File: src/rtl/clock_pkg.sv
// Shared definitions for the clock/time controller slice.
//   mode_t  : controller state, also driven directly onto the mode port
//   *_MAX   : last legal value of each time-of-day field
package clock_pkg;

  typedef enum logic [1:0] {
    RUN     = 2'd0,
    SET_HR  = 2'd1,
    SET_MIN = 2'd2
  } mode_t;

  localparam int unsigned HR_MAX  = 23;
  localparam int unsigned MIN_MAX = 59;
  localparam int unsigned SEC_MAX = 59;

endpackage

File: src/rtl/clock_tick_gen.sv
// Prescaler producing a one-cycle tick every CLK_HZ input cycles.
//   clk_in : system clock
//   rst_n  : asynchronous active-low reset
//   clr    : synchronous clear of the prescaler (takes priority over wrap)
//   tick   : high for the one cycle the prescaler holds CLK_HZ-1
//   half   : high while the prescaler is in the first half of its period
module clock_tick_gen #(
  parameter int unsigned CLK_HZ = 50000000
) (
  input  logic clk_in,
  input  logic rst_n,
  input  logic clr,
  output logic tick,
  output logic half
);

  localparam int unsigned CNT_W = $clog2(CLK_HZ);
  localparam logic [CNT_W-1:0] LAST   = CNT_W'(CLK_HZ - 1);
  localparam logic [CNT_W-1:0] HALF_V = CNT_W'(CLK_HZ / 2);

  logic [CNT_W-1:0] cnt_q, cnt_d;

  always_comb begin
    cnt_d = cnt_q + CNT_W'(1);
    if (clr || (cnt_q == LAST)) begin
      cnt_d = '0;
    end
  end

  always_ff @(posedge clk_in or negedge rst_n) begin
    if (!rst_n) begin
      cnt_q <= '0;
    end else begin
      cnt_q <= cnt_d;
    end
  end

  assign tick = (cnt_q == LAST);
  assign half = (cnt_q < HALF_V);

endmodule

File: src/rtl/clock_time_controller.sv
// 24-hour time-of-day clock with a two-button set interface.
//   clk_in            : system clock, CLK_HZ cycles per second
//   rst_n             : asynchronous active-low reset
//   btn_mode, btn_inc : debounced button levels, asynchronous to clk_in
//   hours/minutes/seconds : binary time of day
//   mode              : RUN / SET_HR / SET_MIN
//   blink             : display enable; toggles at 1 Hz while editing
//   sec_tick          : one-cycle pulse in the cycle seconds advance in RUN
module clock_time_controller
  import clock_pkg::*;
#(
  parameter int unsigned CLK_HZ = 50000000
) (
  input  logic       clk_in,
  input  logic       rst_n,
  input  logic       btn_mode,
  input  logic       btn_inc,
  output logic [4:0] hours,
  output logic [5:0] minutes,
  output logic [5:0] seconds,
  output logic [1:0] mode,
  output logic       blink,
  output logic       sec_tick
);

  // bit 0 = mode button, bit 1 = inc button
  logic [1:0] s1_q, s1_d, s2_q, s2_d, prev_q, prev_d;
  logic [1:0] edges;
  logic       mode_edge, inc_edge;

  mode_t      state_q, state_d;
  logic [4:0] hr_q, hr_d;
  logic [5:0] min_q, min_d;
  logic [5:0] sec_q, sec_d;
  logic       sec_tick_q, sec_tick_d;

  logic tick, half, clr;

  always_comb begin
    s1_d   = {btn_inc, btn_mode};
    s2_d   = s1_q;
    prev_d = s2_q;
  end

  // A mode edge discards a coincident inc edge.
  assign edges     = s2_q & ~prev_q;
  assign mode_edge = edges[0];
  assign inc_edge  = edges[1] & ~edges[0];

  // Restart the second on leaving SET_MIN so the first tick is a full period away.
  assign clr = mode_edge && (state_q == SET_MIN);

  clock_tick_gen #(.CLK_HZ(CLK_HZ)) u_tick_gen (
    .clk_in (clk_in),
    .rst_n  (rst_n),
    .clr    (clr),
    .tick   (tick),
    .half   (half)
  );

  // State register
  always_ff @(posedge clk_in or negedge rst_n) begin
    if (!rst_n) begin
      state_q <= RUN;
    end else begin
      state_q <= state_d;
    end
  end

  // Next-state logic
  always_comb begin
    state_d = state_q;
    if (mode_edge) begin
      unique case (state_q)
        RUN:     state_d = SET_HR;
        SET_HR:  state_d = SET_MIN;
        default: state_d = RUN;
      endcase
    end
  end

  // FSM outputs
  always_comb begin
    mode  = state_q;
    blink = (state_q == RUN) ? 1'b1 : half;
  end

  // Time-of-day datapath
  always_comb begin
    hr_d       = hr_q;
    min_d      = min_q;
    sec_d      = sec_q;
    sec_tick_d = 1'b0;
    unique case (state_q)
      RUN: begin
        if (tick) begin
          sec_tick_d = 1'b1;
          if (sec_q == 6'(SEC_MAX)) begin
            sec_d = '0;
            if (min_q == 6'(MIN_MAX)) begin
              min_d = '0;
              hr_d  = (hr_q == 5'(HR_MAX)) ? '0 : hr_q + 5'd1;
            end else begin
              min_d = min_q + 6'd1;
            end
          end else begin
            sec_d = sec_q + 6'd1;
          end
        end
      end
      SET_HR: begin
        if (inc_edge) begin
          hr_d = (hr_q == 5'(HR_MAX)) ? '0 : hr_q + 5'd1;
        end
      end
      SET_MIN: begin
        if (inc_edge) begin
          min_d = (min_q == 6'(MIN_MAX)) ? '0 : min_q + 6'd1;
        end
        if (mode_edge) begin
          sec_d = '0;
        end
      end
      default: ;
    endcase
  end

  always_ff @(posedge clk_in or negedge rst_n) begin
    if (!rst_n) begin
      s1_q       <= '0;
      s2_q       <= '0;
      prev_q     <= '0;
      hr_q       <= '0;
      min_q      <= '0;
      sec_q      <= '0;
      sec_tick_q <= 1'b0;
    end else begin
      s1_q       <= s1_d;
      s2_q       <= s2_d;
      prev_q     <= prev_d;
      hr_q       <= hr_d;
      min_q      <= min_d;
      sec_q      <= sec_d;
      sec_tick_q <= sec_tick_d;
    end
  end

  assign hours    = hr_q;
  assign minutes  = min_q;
  assign seconds  = sec_q;
  assign sec_tick = sec_tick_q;

endmodule
File: config.mk
export PLATFORM = sky130hd
export DESIGN_NAME = clock_time_controller
export DESIGN_NICKNAME = d
export VERILOG_FILES = /design/src/rtl/clock_pkg.sv /design/src/rtl/clock_tick_gen.sv /design/src/rtl/clock_time_controller.sv
export SDC_FILE = /design/constraint.sdc
export NUM_CORES = 1
export LEC_CHECK = 0
export ABC_AREA = 1
export BUFFER_PORTS_ARGS = -buffer_cell sky130_fd_sc_hd__buf_2
export CELL_PAD_IN_SITES_DETAIL_PLACEMENT = 0
export CELL_PAD_IN_SITES_GLOBAL_PLACEMENT = 1
export CORE_ASPECT_RATIO = 0.6
export CORE_MARGIN = 2
export CORE_UTILIZATION = 44
export DETAILED_ROUTE_END_ITERATION = 8
export PLACE_DENSITY = 0.79
export SETUP_SLACK_MARGIN = 0.5
export SLEW_MARGIN = 0
export SYNTH_ARGS = -nofsm -noshare
export SYNTH_HDL_FRONTEND = slang
export SYNTH_HIERARCHICAL = 1
export SYNTH_SLANG_ARGS = --single-unit
File: constraint.sdc
create_clock -name clk_in -period 2.4 [get_ports clk_in]
set_input_delay 0.72 -clock clk_in [delete_from_list [all_inputs] [get_ports clk_in]]
set_output_delay 0.72 -clock clk_in [all_outputs]
set_load 0.03 [all_outputs]
==> run metrics <==
post-synth net total=413; unrepaired setup endpoints after global routing=yes; max cap viols=0; library cells used by synthesis=27; r2r setup slk=0.46 ns; Pleak=0.00178 uW; Max Freq=0.427 GHz; syn_area_per_cell=7.44 sq um; # setup viols final=0; 1st-iter DRT viols=141; power share of the sequential group=45.7%; mapped cell area=3010 sq um; clock group share of total power=29.5%; final setup TNS=0 ns; Core Util, Final=53.2%; Tcrit/Tclk final=97.6%; largest family of logic cells by synthesized area=simple AND/OR/NAND/NOR gates; Vias per Instance=4.87; Synth top cells by count=nand2_1, nor2_1, dfrtp_1, inv_1, nand3_1; I/O pins=25; startpoint class of the critical path=flop; Area growth, synth to finish=17.6%; Seq/Total Area, Yosys=43.3%; Die X=111 um; Max-Slew Margin vs Limit=64.7%; Clk Latency, worst-skew pair=0.29 ns; Post-synth EDFFs=0; clock skew=0.00312 ns; sw power=874 uW; Area contributors post-synth=dfrtp_1, nand2_1, nor2_1; clock slew at the register clock pins of the worst setup and hold paths=0.07 ns; switching share of power=35.6%; maximum VDD drop=0.553 mV; Syn. warnings=6; Req. time, crit path=1.68 ns; status=completed; Num CTS Buffers=5; gr ovfl total=0; Residual DRC=0; Adder-Cell Fraction of Synth Area=2.08%; Final #Nets=457; critical path endpoint category=output port; diodes inserted=0; post-synth top area cell=dfrtp_1; hold path startpoint=s1_q[1]; RR Startpoint=u_tick_gen/cnt_q[7]; Crit Path Max Fanout=2; initial antenna violation count=0; post-place setup slack=0.281 ns; leading cell type by number of instances after synthesis=nand2_1; Initial Util=45.2%; HP Class=reg2reg; gr usage total=20.5%; Syn Inst Count=404; PwrDens=695 nW/um^2; hold depth=0; Hold Crit Endpoint=prev_d[1]; final hold violation count=0; Die Y-Extent=68.0 um; Worst R2R End=hours[4]; Setup Crit Path Kind=reg2out; CTS root buffer=clkbuf_16; routed vias=2610; Rows=23; Critical Path AT=1.62 ns; clk sinks=52; pin count of the biggest net entering global routing=32; H-tree depth=2; top-area cell type share of the netlist area=43.3%; routed wire length=7.28 mm; post-synthesis xor/xnor area fraction=5.25%; Port Buffers=24; P_int=1580 uW; mux contribution to synthesized area=0%; Comb power frac=24.9%; Final HPWL DP=5.38 mm; wire per inst=13.6 um; core area=6650 sq um; FF-to-FF path depth=8; Post-synth ARST share=100%; Final Power=2460 uW; Period minus WS final=2.34 ns; post-synthesis simple-gate area fraction=38.7%; Synth Area in Compound Gates=4.12%; CTS tree=yes; Routed Antenna Nets=0; Clock Path Buffers=2; first-pass GRT wire length=12.0 mm; Synth Register Bits=52; Final GP Congestion=0.855; Final Max Slew Viols=0; share of cells above drive strength 1=19.6%; final setup margin=0.0564 ns; drt pass-1 iters=4; via count of the first global-routing pass=2283; top_reg_cell synth=dfrtp_1; Worst Tran Pin Value=0.529 ns; Die Area=7530 sq um
worst max path at each step:
stage	startpoint	endpoint	slack (ns)
2_1_floorplan	u_tick_gen/cnt_q[17]	blink	0.51
3_3_place_gp	u_tick_gen/cnt_q[8]	blink	0.30
4_1_cts	u_tick_gen/cnt_q[25]	blink	0.07
5_1_grt	u_tick_gen/cnt_q[12]	blink	-0.09
6_report	u_tick_gen/cnt_q[23]	blink	0.06
3_5_place_dp	u_tick_gen/cnt_q[25]	blink	0.28
state kept, by name (all words and copies together) (netlist names):
| name | flops |
|---|---|
| hours | 5 |
| prev_d | 2 |
| prev_q | 2 |
| seconds | 6 |
| sec_tick | 1 |
| s1_q | 2 |
| mode | 2 |
| minutes | 6 |
| u_tick_gen/cnt_q | 26 |
layer usage:
layer  GRT usage, %  routed length, um  up-vias
met2           26.2               2630       62
met3           4.69                386       12
met4           4.22                 80        0
li1               -                  -     1352
met5              0                  0        -
met1           34.0               4180     1184
worst max-delay path, cell delays in order (launching register included):
cell     delay, ns
dfrtp_1       0.39
inv_1         0.08
nand4_1       0.10
nor2_2        0.16
nand2_1       0.07
nor2_1        0.10
nor2_1        0.06
or2_4         0.23
buf_6         0.14
layout by cell type, fill, tap and decap left out, types with 2 or more instances in the layout:
master | Yosys | layout
a21oi_1 | 5 | 5
buf_12 | 0 | 2
buf_2 | 0 | 23
buf_4 | 0 | 14
clkbuf_16 | 0 | 5
clkinvlp_4 | 0 | 2
dfrtp_1 | 52 | 51
ha_1 | 5 | 5
inv_1 | 43 | 41
inv_2 | 2 | 4
nand2_1 | 116 | 115
nand2_2 | 9 | 10
nand2_4 | 2 | 2
nand3_1 | 27 | 27
nand3_2 | 5 | 5
nand4_1 | 11 | 11
nor2_1 | 74 | 72
nor2_2 | 8 | 10
nor2_4 | 3 | 3
nor3_1 | 4 | 2
o21ai_0 | 7 | 6
o21ai_1 | 4 | 5
xnor2_1 | 6 | 6
xor2_1 | 12 | 12
timing repair:
| item | in CTS | in global routing |
|---|---|---|
| gates cloned | 0 | 0 |
| hold buffers | 0 | 0 |
| endpoints found under the setup margin | 17 | 17 |
| resized for setup | 9 | 2 |
| buffers inserted | 10 | 1 |
| pin swaps | 3 | 5 |
cell families (layout without fill, tap and decap cells):
kind of cell | after synthesis | after routing
flip-flops | 52 | 52
buffers and inverters | 48 | 93
AO/OA/AOI/OAI | 20 | 20
adder cells (fa/ha/maj) | 5 | 5
AND/OR/NAND/NOR | 261 | 261
XOR/XNOR | 18 | 18
power groups by stage:
| stage | logic (uW) | registers, uW | clock network [uW] |
|---|---|---|---|
| floorplan | 363 | 1190 | 0 |
| global placement | 600 | 1130 | 0 |
| detailed placement | 610 | 1140 | 0 |
| CTS | 613 | 1120 | 746 |
| global route | 688 | 1140 | 789 |
| finish | 611 | 1120 | 724 |
final cells by class:
type,count,area (sq um)
fill,632,3110
multi-input combinational,304,1530
sequential,52,1300
timing repair buffer,40,272
inverter,45,169
clock buffer,5,125
tap,87,109
clock inverter,3,23.8
stage by stage:
| stage | hold slack, ns | cells | instance area [sq um] |
|---|---|---|---|
| after floorplan | 0.331 | 404 | 3010 |
| after global placement | 0.337 | 517 | 3270 |
| after detailed placement | 0.336 | 517 | 3270 |
| after CTS | 0.352 | 535 | 3520 |
| after global routing | 0.372 | 536 | 3530 |
| final | 0.352 | 536 | 3530 |
Note: power is estimated with default switching activity, not from simulation.
